===== src/rtl/l2_axi_bridge_if.sv =====
`default_nettype none
// ============================================================================
// l2_axi_bridge_if : L2-Mem line request port bundled with AXI4 master channels
// Rev 1.0
// ============================================================================
interface l2_axi_bridge_if #(
  parameter int offset_width = 3
);
  localparam int LW = 32 * (1 << offset_width);

  // L2 read side
  logic [31:0]   addr_l2cache_mem_r;
  logic          l2cache_mem_req_r;
  logic          mem_l2cache_addrOK_r;
  logic [LW-1:0] din_mem_l2cache;
  logic          mem_l2cache_dataOK;
  logic          l2cache_mem_rdy;
  // L2 write side
  logic [31:0]   addr_l2cache_mem_w;
  logic [LW-1:0] dout_l2cache_mem;
  logic          l2cache_mem_req_w;
  logic          mem_l2cache_addrOK_w;
  logic          l2cache_mem_SUC;
  logic [3:0]    l2cache_mem_wstrb;
  logic [1:0]    l2cache_mem_size;
  // AXI read
  logic [31:0]   araddr;
  logic [7:0]    arlen;
  logic [2:0]    arsize;
  logic [1:0]    arburst;
  logic          arvalid;
  logic          arready;
  logic [31:0]   rdata;
  logic          rlast;
  logic          rvalid;
  logic          rready;
  // AXI write
  logic [31:0]   awaddr;
  logic [7:0]    awlen;
  logic [2:0]    awsize;
  logic [1:0]    awburst;
  logic          awvalid;
  logic          awready;
  logic [31:0]   wdata;
  logic [3:0]    wstrb;
  logic          wlast;
  logic          wvalid;
  logic          wready;
  logic          bvalid;
  logic          bready;

  modport master (
    input  addr_l2cache_mem_r, l2cache_mem_req_r, l2cache_mem_rdy,
    input  addr_l2cache_mem_w, dout_l2cache_mem, l2cache_mem_req_w,
    input  l2cache_mem_SUC, l2cache_mem_wstrb, l2cache_mem_size,
    input  arready, rdata, rlast, rvalid, awready, wready, bvalid,
    output mem_l2cache_addrOK_r, din_mem_l2cache, mem_l2cache_dataOK,
    output mem_l2cache_addrOK_w,
    output araddr, arlen, arsize, arburst, arvalid, rready,
    output awaddr, awlen, awsize, awburst, awvalid,
    output wdata, wstrb, wlast, wvalid, bready
  );

  modport slave (
    output addr_l2cache_mem_r, l2cache_mem_req_r, l2cache_mem_rdy,
    output addr_l2cache_mem_w, dout_l2cache_mem, l2cache_mem_req_w,
    output l2cache_mem_SUC, l2cache_mem_wstrb, l2cache_mem_size,
    output arready, rdata, rlast, rvalid, awready, wready, bvalid,
    input  mem_l2cache_addrOK_r, din_mem_l2cache, mem_l2cache_dataOK,
    input  mem_l2cache_addrOK_w,
    input  araddr, arlen, arsize, arburst, arvalid, rready,
    input  awaddr, awlen, awsize, awburst, awvalid,
    input  wdata, wstrb, wlast, wvalid, bready
  );
endinterface
`default_nettype wire


===== src/rtl/l2_axi_bridge.sv =====
`default_nettype none
// ============================================================================
// l2_axi_bridge : L2-Mem line protocol to AXI4 master, posted one-line write buffer
// Rev 1.0
// ============================================================================
module l2_axi_bridge #(
  parameter int offset_width = 3
) (
  input  wire             clk,
  input  wire             rstn,
  l2_axi_bridge_if.master bus
);
  localparam int LW = 32 * (1 << offset_width);
  localparam int c_line_lsb = offset_width + 2;
  localparam logic [7:0] c_burst_len = 8'((1 << offset_width) - 1);
  localparam logic [offset_width-1:0] c_last_beat = '1;

  typedef enum logic [1:0] {R_IDLE = 2'd0, R_AR = 2'd1, R_DATA = 2'd2, R_DONE = 2'd3} rd_state_t;
  typedef enum logic [1:0] {W_IDLE = 2'd0, W_AW = 2'd1, W_DATA = 2'd2, W_B = 2'd3} wr_state_t;

  rd_state_t r_rd_state, w_rd_state_nxt;
  wr_state_t r_wr_state, w_wr_state_nxt;

  logic [31:0]             r_rd_addr;
  logic                    r_rd_suc;
  logic [1:0]              r_rd_size;
  logic [offset_width-1:0] r_rd_cnt;
  logic [LW-1:0]           r_rd_line;

  logic [31:0]             r_wb_addr;
  logic [LW-1:0]           r_wb_data;
  logic                    r_wb_suc;
  logic [3:0]              r_wb_strb;
  logic [1:0]              r_wb_size;
  logic [offset_width-1:0] r_wr_cnt;

  logic w_wr_accept, w_rd_accept, w_hazard, w_rd_end, w_wlast;
  logic w_arvalid, w_rready, w_dataok, w_awvalid, w_wvalid, w_bready;

  // A read may not overtake a buffered or same-cycle write to its line.
  assign w_wr_accept = bus.l2cache_mem_req_w && (r_wr_state == W_IDLE);
  assign w_hazard = ((r_wr_state != W_IDLE) &&
                     (bus.addr_l2cache_mem_r[31:c_line_lsb] == r_wb_addr[31:c_line_lsb])) ||
                    (w_wr_accept &&
                     (bus.addr_l2cache_mem_r[31:c_line_lsb] == bus.addr_l2cache_mem_w[31:c_line_lsb]));
  assign w_rd_accept = bus.l2cache_mem_req_r && (r_rd_state == R_IDLE) && !w_hazard;
  assign w_rd_end    = bus.rvalid && (r_rd_suc || bus.rlast);
  assign w_wlast     = (r_wr_state == W_DATA) && (r_wb_suc || (r_wr_cnt == c_last_beat));

  always_ff @(posedge clk) begin
    if (rstn) begin
      r_rd_state <= R_IDLE;
      r_wr_state <= W_IDLE;
    end else begin
      r_rd_state <= w_rd_state_nxt;
      r_wr_state <= w_wr_state_nxt;
    end
  end

  always_comb begin
    w_rd_state_nxt = r_rd_state;
    w_arvalid      = 1'b0;
    w_rready       = 1'b0;
    w_dataok       = 1'b0;
    case (r_rd_state)
      R_IDLE: if (w_rd_accept) w_rd_state_nxt = R_AR;
      R_AR: begin
        w_arvalid = 1'b1;
        if (bus.arready) w_rd_state_nxt = R_DATA;
      end
      R_DATA: begin
        w_rready = 1'b1;
        if (w_rd_end) w_rd_state_nxt = R_DONE;
      end
      R_DONE: begin
        w_dataok = 1'b1;
        if (bus.l2cache_mem_rdy) w_rd_state_nxt = R_IDLE;
      end
      default: w_rd_state_nxt = R_IDLE;
    endcase
  end

  always_comb begin
    w_wr_state_nxt = r_wr_state;
    w_awvalid      = 1'b0;
    w_wvalid       = 1'b0;
    w_bready       = 1'b0;
    case (r_wr_state)
      W_IDLE: if (w_wr_accept) w_wr_state_nxt = W_AW;
      W_AW: begin
        w_awvalid = 1'b1;
        if (bus.awready) w_wr_state_nxt = W_DATA;
      end
      W_DATA: begin
        w_wvalid = 1'b1;
        if (bus.wready && w_wlast) w_wr_state_nxt = W_B;
      end
      W_B: begin
        w_bready = 1'b1;
        if (bus.bvalid) w_wr_state_nxt = W_IDLE;
      end
      default: w_wr_state_nxt = W_IDLE;
    endcase
  end

  // Line buffer is cleared on accept so an uncached result has zero upper words.
  always_ff @(posedge clk) begin
    if (rstn) begin
      r_rd_addr <= '0;
      r_rd_suc  <= 1'b0;
      r_rd_size <= '0;
      r_rd_cnt  <= '0;
      r_rd_line <= '0;
    end else if (w_rd_accept) begin
      r_rd_addr <= bus.addr_l2cache_mem_r;
      r_rd_suc  <= bus.l2cache_mem_SUC;
      r_rd_size <= bus.l2cache_mem_size;
      r_rd_cnt  <= '0;
      r_rd_line <= '0;
    end else if ((r_rd_state == R_DATA) && bus.rvalid) begin
      r_rd_line[{r_rd_cnt, 5'b0} +: 32] <= bus.rdata;
      if (!w_rd_end) r_rd_cnt <= r_rd_cnt + 1'b1;
    end
  end

  always_ff @(posedge clk) begin
    if (rstn) begin
      r_wb_addr <= '0;
      r_wb_data <= '0;
      r_wb_suc  <= 1'b0;
      r_wb_strb <= '0;
      r_wb_size <= '0;
      r_wr_cnt  <= '0;
    end else if (w_wr_accept) begin
      r_wb_addr <= bus.addr_l2cache_mem_w;
      r_wb_data <= bus.dout_l2cache_mem;
      r_wb_suc  <= bus.l2cache_mem_SUC;
      r_wb_strb <= bus.l2cache_mem_wstrb;
      r_wb_size <= bus.l2cache_mem_size;
      r_wr_cnt  <= '0;
    end else if ((r_wr_state == W_DATA) && bus.wready && !w_wlast) begin
      r_wr_cnt <= r_wr_cnt + 1'b1;
    end
  end

  assign bus.mem_l2cache_addrOK_r = w_rd_accept;
  assign bus.mem_l2cache_addrOK_w = w_wr_accept;
  assign bus.din_mem_l2cache      = r_rd_line;
  assign bus.mem_l2cache_dataOK   = w_dataok;

  assign bus.araddr  = r_rd_suc ? r_rd_addr : {r_rd_addr[31:c_line_lsb], {c_line_lsb{1'b0}}};
  assign bus.arlen   = r_rd_suc ? 8'd0 : c_burst_len;
  assign bus.arsize  = r_rd_suc ? {1'b0, r_rd_size} : 3'd2;
  assign bus.arburst = 2'b01;
  assign bus.arvalid = w_arvalid;
  assign bus.rready  = w_rready;

  assign bus.awaddr  = r_wb_suc ? r_wb_addr : {r_wb_addr[31:c_line_lsb], {c_line_lsb{1'b0}}};
  assign bus.awlen   = r_wb_suc ? 8'd0 : c_burst_len;
  assign bus.awsize  = r_wb_suc ? {1'b0, r_wb_size} : 3'd2;
  assign bus.awburst = 2'b01;
  assign bus.awvalid = w_awvalid;
  assign bus.wdata   = r_wb_data[{r_wr_cnt, 5'b0} +: 32];
  assign bus.wstrb   = r_wb_suc ? r_wb_strb : 4'hF;
  assign bus.wlast   = w_wlast;
  assign bus.wvalid  = w_wvalid;
  assign bus.bready  = w_bready;
endmodule
`default_nettype wire


===== src/flat_wrapper.sv =====
// flat-port wrapper written by rule: the top's interface ports become plain ports
module l2_axi_bridge_flat 
#(
  parameter int offset_width = 3
)
  (clk, rstn, bus_addr_l2cache_mem_r, bus_l2cache_mem_req_r, bus_l2cache_mem_rdy, bus_addr_l2cache_mem_w, bus_dout_l2cache_mem, bus_l2cache_mem_req_w, bus_l2cache_mem_SUC, bus_l2cache_mem_wstrb, bus_l2cache_mem_size, bus_arready, bus_rdata, bus_rlast, bus_rvalid, bus_awready, bus_wready, bus_bvalid, bus_mem_l2cache_addrOK_r, bus_din_mem_l2cache, bus_mem_l2cache_dataOK, bus_mem_l2cache_addrOK_w, bus_araddr, bus_arlen, bus_arsize, bus_arburst, bus_arvalid, bus_rready, bus_awaddr, bus_awlen, bus_awsize, bus_awburst, bus_awvalid, bus_wdata, bus_wstrb, bus_wlast, bus_wvalid, bus_bready);
  l2_axi_bridge_if #(.offset_width(offset_width)) bus_i ();
  input  wire clk;
  input  wire rstn;
  input wire logic [$bits(bus_i.addr_l2cache_mem_r)-1:0] bus_addr_l2cache_mem_r;
  input wire logic [$bits(bus_i.l2cache_mem_req_r)-1:0] bus_l2cache_mem_req_r;
  input wire logic [$bits(bus_i.l2cache_mem_rdy)-1:0] bus_l2cache_mem_rdy;
  input wire logic [$bits(bus_i.addr_l2cache_mem_w)-1:0] bus_addr_l2cache_mem_w;
  input wire logic [$bits(bus_i.dout_l2cache_mem)-1:0] bus_dout_l2cache_mem;
  input wire logic [$bits(bus_i.l2cache_mem_req_w)-1:0] bus_l2cache_mem_req_w;
  input wire logic [$bits(bus_i.l2cache_mem_SUC)-1:0] bus_l2cache_mem_SUC;
  input wire logic [$bits(bus_i.l2cache_mem_wstrb)-1:0] bus_l2cache_mem_wstrb;
  input wire logic [$bits(bus_i.l2cache_mem_size)-1:0] bus_l2cache_mem_size;
  input wire logic [$bits(bus_i.arready)-1:0] bus_arready;
  input wire logic [$bits(bus_i.rdata)-1:0] bus_rdata;
  input wire logic [$bits(bus_i.rlast)-1:0] bus_rlast;
  input wire logic [$bits(bus_i.rvalid)-1:0] bus_rvalid;
  input wire logic [$bits(bus_i.awready)-1:0] bus_awready;
  input wire logic [$bits(bus_i.wready)-1:0] bus_wready;
  input wire logic [$bits(bus_i.bvalid)-1:0] bus_bvalid;
  output wire logic [$bits(bus_i.mem_l2cache_addrOK_r)-1:0] bus_mem_l2cache_addrOK_r;
  output wire logic [$bits(bus_i.din_mem_l2cache)-1:0] bus_din_mem_l2cache;
  output wire logic [$bits(bus_i.mem_l2cache_dataOK)-1:0] bus_mem_l2cache_dataOK;
  output wire logic [$bits(bus_i.mem_l2cache_addrOK_w)-1:0] bus_mem_l2cache_addrOK_w;
  output wire logic [$bits(bus_i.araddr)-1:0] bus_araddr;
  output wire logic [$bits(bus_i.arlen)-1:0] bus_arlen;
  output wire logic [$bits(bus_i.arsize)-1:0] bus_arsize;
  output wire logic [$bits(bus_i.arburst)-1:0] bus_arburst;
  output wire logic [$bits(bus_i.arvalid)-1:0] bus_arvalid;
  output wire logic [$bits(bus_i.rready)-1:0] bus_rready;
  output wire logic [$bits(bus_i.awaddr)-1:0] bus_awaddr;
  output wire logic [$bits(bus_i.awlen)-1:0] bus_awlen;
  output wire logic [$bits(bus_i.awsize)-1:0] bus_awsize;
  output wire logic [$bits(bus_i.awburst)-1:0] bus_awburst;
  output wire logic [$bits(bus_i.awvalid)-1:0] bus_awvalid;
  output wire logic [$bits(bus_i.wdata)-1:0] bus_wdata;
  output wire logic [$bits(bus_i.wstrb)-1:0] bus_wstrb;
  output wire logic [$bits(bus_i.wlast)-1:0] bus_wlast;
  output wire logic [$bits(bus_i.wvalid)-1:0] bus_wvalid;
  output wire logic [$bits(bus_i.bready)-1:0] bus_bready;
  assign bus_i.addr_l2cache_mem_r = bus_addr_l2cache_mem_r;
  assign bus_i.l2cache_mem_req_r = bus_l2cache_mem_req_r;
  assign bus_i.l2cache_mem_rdy = bus_l2cache_mem_rdy;
  assign bus_i.addr_l2cache_mem_w = bus_addr_l2cache_mem_w;
  assign bus_i.dout_l2cache_mem = bus_dout_l2cache_mem;
  assign bus_i.l2cache_mem_req_w = bus_l2cache_mem_req_w;
  assign bus_i.l2cache_mem_SUC = bus_l2cache_mem_SUC;
  assign bus_i.l2cache_mem_wstrb = bus_l2cache_mem_wstrb;
  assign bus_i.l2cache_mem_size = bus_l2cache_mem_size;
  assign bus_i.arready = bus_arready;
  assign bus_i.rdata = bus_rdata;
  assign bus_i.rlast = bus_rlast;
  assign bus_i.rvalid = bus_rvalid;
  assign bus_i.awready = bus_awready;
  assign bus_i.wready = bus_wready;
  assign bus_i.bvalid = bus_bvalid;
  assign bus_mem_l2cache_addrOK_r = bus_i.mem_l2cache_addrOK_r;
  assign bus_din_mem_l2cache = bus_i.din_mem_l2cache;
  assign bus_mem_l2cache_dataOK = bus_i.mem_l2cache_dataOK;
  assign bus_mem_l2cache_addrOK_w = bus_i.mem_l2cache_addrOK_w;
  assign bus_araddr = bus_i.araddr;
  assign bus_arlen = bus_i.arlen;
  assign bus_arsize = bus_i.arsize;
  assign bus_arburst = bus_i.arburst;
  assign bus_arvalid = bus_i.arvalid;
  assign bus_rready = bus_i.rready;
  assign bus_awaddr = bus_i.awaddr;
  assign bus_awlen = bus_i.awlen;
  assign bus_awsize = bus_i.awsize;
  assign bus_awburst = bus_i.awburst;
  assign bus_awvalid = bus_i.awvalid;
  assign bus_wdata = bus_i.wdata;
  assign bus_wstrb = bus_i.wstrb;
  assign bus_wlast = bus_i.wlast;
  assign bus_wvalid = bus_i.wvalid;
  assign bus_bready = bus_i.bready;
  l2_axi_bridge #(.offset_width(offset_width)) u_core (.clk(clk), .rstn(rstn), .bus(bus_i));
endmodule

===== config.mk =====
export PLATFORM = sky130hd
export DESIGN_NAME = l2_axi_bridge_flat
export DESIGN_NICKNAME = d
export VERILOG_FILES = /design/src/rtl/l2_axi_bridge_if.sv /design/src/rtl/l2_axi_bridge.sv /design/src/flat_wrapper.sv
export SDC_FILE = /design/constraint.sdc
export NUM_CORES = 1
export LEC_CHECK = 0
export ABC_AREA = 1
export CORE_MARGIN = 5
export CORE_UTILIZATION = 30
export DETAILED_ROUTE_END_ITERATION = 10
export HOLD_SLACK_MARGIN = 0.05
export PLACE_DENSITY_LB_ADDON = 0.25
export RECOVER_POWER = 100
export SLEW_MARGIN = 15
export SYNTH_ARGS = -nofsm -noshare
export SYNTH_HDL_FRONTEND = slang
export SYNTH_SLANG_ARGS = --single-unit

===== constraint.sdc =====
create_clock -name clk -period 2.5 [get_ports clk]
set_clock_uncertainty 0.05 [all_clocks]
set_input_delay 0.75 -clock clk [delete_from_list [all_inputs] [get_ports clk]]
set_output_delay 0.75 -clock clk [all_outputs]
set_load 0.05 [all_outputs]

==> results.cfg <==
[setup_path]
startpoint = u_core.r_wr_cnt[0]
slowest_stage = dfxtp_4
arrival_ns = 2.20
worstSetupPathType = reg -> out
cp-end-kind = output port
crit_path_cell_trace = buf_12 -> buf_12 -> buf_16 -> o21ai_2 -> o22ai_1 -> buf_4 -> nor2_4 -> a31oi_4 -> buf_6
cp-start-kind = register
crit_fanout = 5
r2r_end = u_core.r_wb_data[23]
reg2reg_from = u_core.r_wr_state[0]
slowest_delay_ns = 0.42
rrSetupSlack_ns = -0.27
ff2ff_path_depth = 7
cp_common_cell = buf_12
cp.required_ns = 1.70
critPathCapture = bus_wdata[11]

[clocking]
path_clk_slew_ns = 0.06
cts_buffers = 70
clock_latency_ns = 0.62
cts_sinks = 596
cts_tree = yes
clock_path_buffers = 3
h-tree-depth = 3
root_buffer = clkbuf_16
cts_hold_buf = 0

[layout]
final_layout_size_suffix_gt1_share_pct = 15.0
fin_util_pct = 44.7
nets = 4571
area_delta_synth_final_pct = 48.0
final_cell_mix = 946 x nor2_1, 591 x dfxtp_1, 401 x o21ai_0
mostFrequentLayoutCell = nor2_1
num-fill-cells = 8666

[die]
die_y_um = 300
rows = 106
die_area_um2 = 90000
fp.dieW_um = 300
start_util_pct = 30.2
core_area_um2 = 83600
io_pins = 761

[placement]
io_buffers = 744
dp_hpwl_um = 79600
place_congestion = 0.886

[timing]
hold_violations = 0
hold_slack_ns = 0.401
setup_viol = 430
slew_viol_final = 0
min_period_ns = 3.00
tightestPinTransition_ns = 1.31
post-route-period-util_pct = 120
fmax_mhz = 333
setup_tns_ns = -54.51
rsz0062_at_grt = true
relSlewSlack_pct = 12.5
worst_slack_ns = -0.504

[synth]
synth-simple-area-share_pct = 25.3
synth_top_family_by_area = simple AND/OR/NAND/NOR gates
synth_area_um2 = 25200
synth_compound_area_share_pct = 17.1
seq_area_frac_synth_pct = 47.3
synth_cell_type_count = 37
synth.avg_cell_area_um2 = 7.25
synth-xor-area-share_pct = 0.555
ys_seq_elements = 596
syn_inst = 3479
synthMuxAreaShare_pct = 0.159
synth_fa_ha_area_share_pct = 0.744
synth_top_area_share_pct = 47.3
synth_area_leaders = dfxtp_1 47%, nor2_1 15%, o21ai_0 8.9%, a21oi_1 5.7%, nand2_1 4.4%
ys_warn_count = 0
synth_top_area_cell = dfxtp_1

[run_status]
violations = negative setup slack
status = finished with violations

[drt]
met1_length_um = 42700
drt-initial-drc-count = 1758
wl_per_cell_um = 20.5
first_pass_iters = 7
route.met2.wl_um = 53400
dr_wl_met3_um = 8320
via_count = 25700
viasPerCell = 4.83
routed_wl_um = 109000
top_layer_used = met5
drc = 0
antenna_left = 0

[global_routing]
grt_max_degree = 183
antenna_found_initial = 23
grt_pass1_vias = 24700
grt_remaining_overflow = 0
grt_pass1_wl_um = 158000
grt_usage_pct = 22.7

[power_and_ir_drop]
ir_drop_uv = 673
leakage_uw = 0.0157
powerDensity_nw_per_um2 = 935

[worst_hold_path]
hold_class = in -> reg
hold_start = bus_addr_l2cache_mem_r[26]

[run]
maxCapViolCount = 0
routing by layer:
metal,vias to the layer above,GRT usage (%)
li1,12700,-
met1,12000,26.7
met2,817,39.6
met3,206,6.40
met4,26,8.32
met5,-,0
power by group:
group          switching (uW)  internal [uW]
clock                    4390           6210
sequential                886          11000
combinational            8000           4410
flip-flops by register name (all words and copies together) (netlist names), 3 cells and up:
register,count
u_core.r_rd_cnt,3
u_core.bus.din_mem_l2cache,256
u_core.r_wb_strb,4
u_core.r_wb_data,256
u_core.r_wr_cnt,3
u_core.r_rd_addr,32
u_core.r_wb_addr,32
synthesized netlist by cell type, drive strengths merged:
master     n
o21ai    447
conb       2
nor3     149
a31oi     32
o21a       1
a211oi    29
a21oi    286
a2111oi    1
o22ai     34
dfxtp    596
buf      141
ha        15
clkbuf   187
nand3     47
xor2       2
xnor2     14
or2       39
clkinv     2
nand4      5
nor2     985
inv      161
mux2i      4
nand2    300
critical path: cells and delay by family, from the launching register on:
kind,cells,cell delay [ns]
compound gates,3,0.37
simple gates,1,0.04
flops,1,0.42
buf+inv,5,0.75
cell families after synthesis:
group	count (synthesis)
buffers and inverters	491
adders and majority gates	15
other	2
and+or+nand+nor	1525
AOI/OAI and AO/OA	830
xor gates and xnor gates	16
DFF	596
muxes	4
metrics by stage:
step	std cells	worst slack, ns	cell area (um^2)	power, uW
floorplan	3493	-0.0597	25700	19400
global placement	5163	-0.706	34400	23800
detailed placement	5163	-0.686	34400	23800
global route	5320	-0.590	37300	36700
finish	5328	-0.504	37300	34900
CTS	5311	-0.552	37200	35000
how the worst min path moves through the flow:
| stage | slack, ns | depth (start not counted) | to |
|---|---|---|---|
| 2_1_floorplan | 0.38 | 2 | u_core.r_rd_size[1] |
| 5_1_grt | 0.38 | 3 | u_core.r_rd_addr[26] |
| 6_report | 0.40 | 3 | u_core.r_rd_addr[26] |
| 3_3_place_gp | 0.40 | 2 | u_core.r_rd_size[1] |
| 4_1_cts | 0.41 | 2 | u_core.bus.din_mem_l2cache[146] |
| 3_5_place_dp | 0.40 | 2 | u_core.r_rd_size[1] |
final cells by class:
type / instances / area, um^2 / area share [%]
inverter: 163 / 648 / 1.74
timing repair buffer: 949 / 9000 / 24.1
multi-input combinational: 2406 / 12000 / 32.0
clock inverter: 24 / 384 / 1.03
clock buffer: 98 / 2010 / 5.38
antenna: 12 / 30.0 / 0.0804
tap: 1080 / 1350 / 3.62
sequential: 596 / 11900 / 32.0
what timing repair did:
item                                    in CTS  in global routing
gates resized for setup                    450                104
pin swaps                                   35                 34
gates cloned                                 7                  4
endpoints found under the setup margin     287                 37
setup buffers                               19                  6
Power figures use the tool's default switching activity.
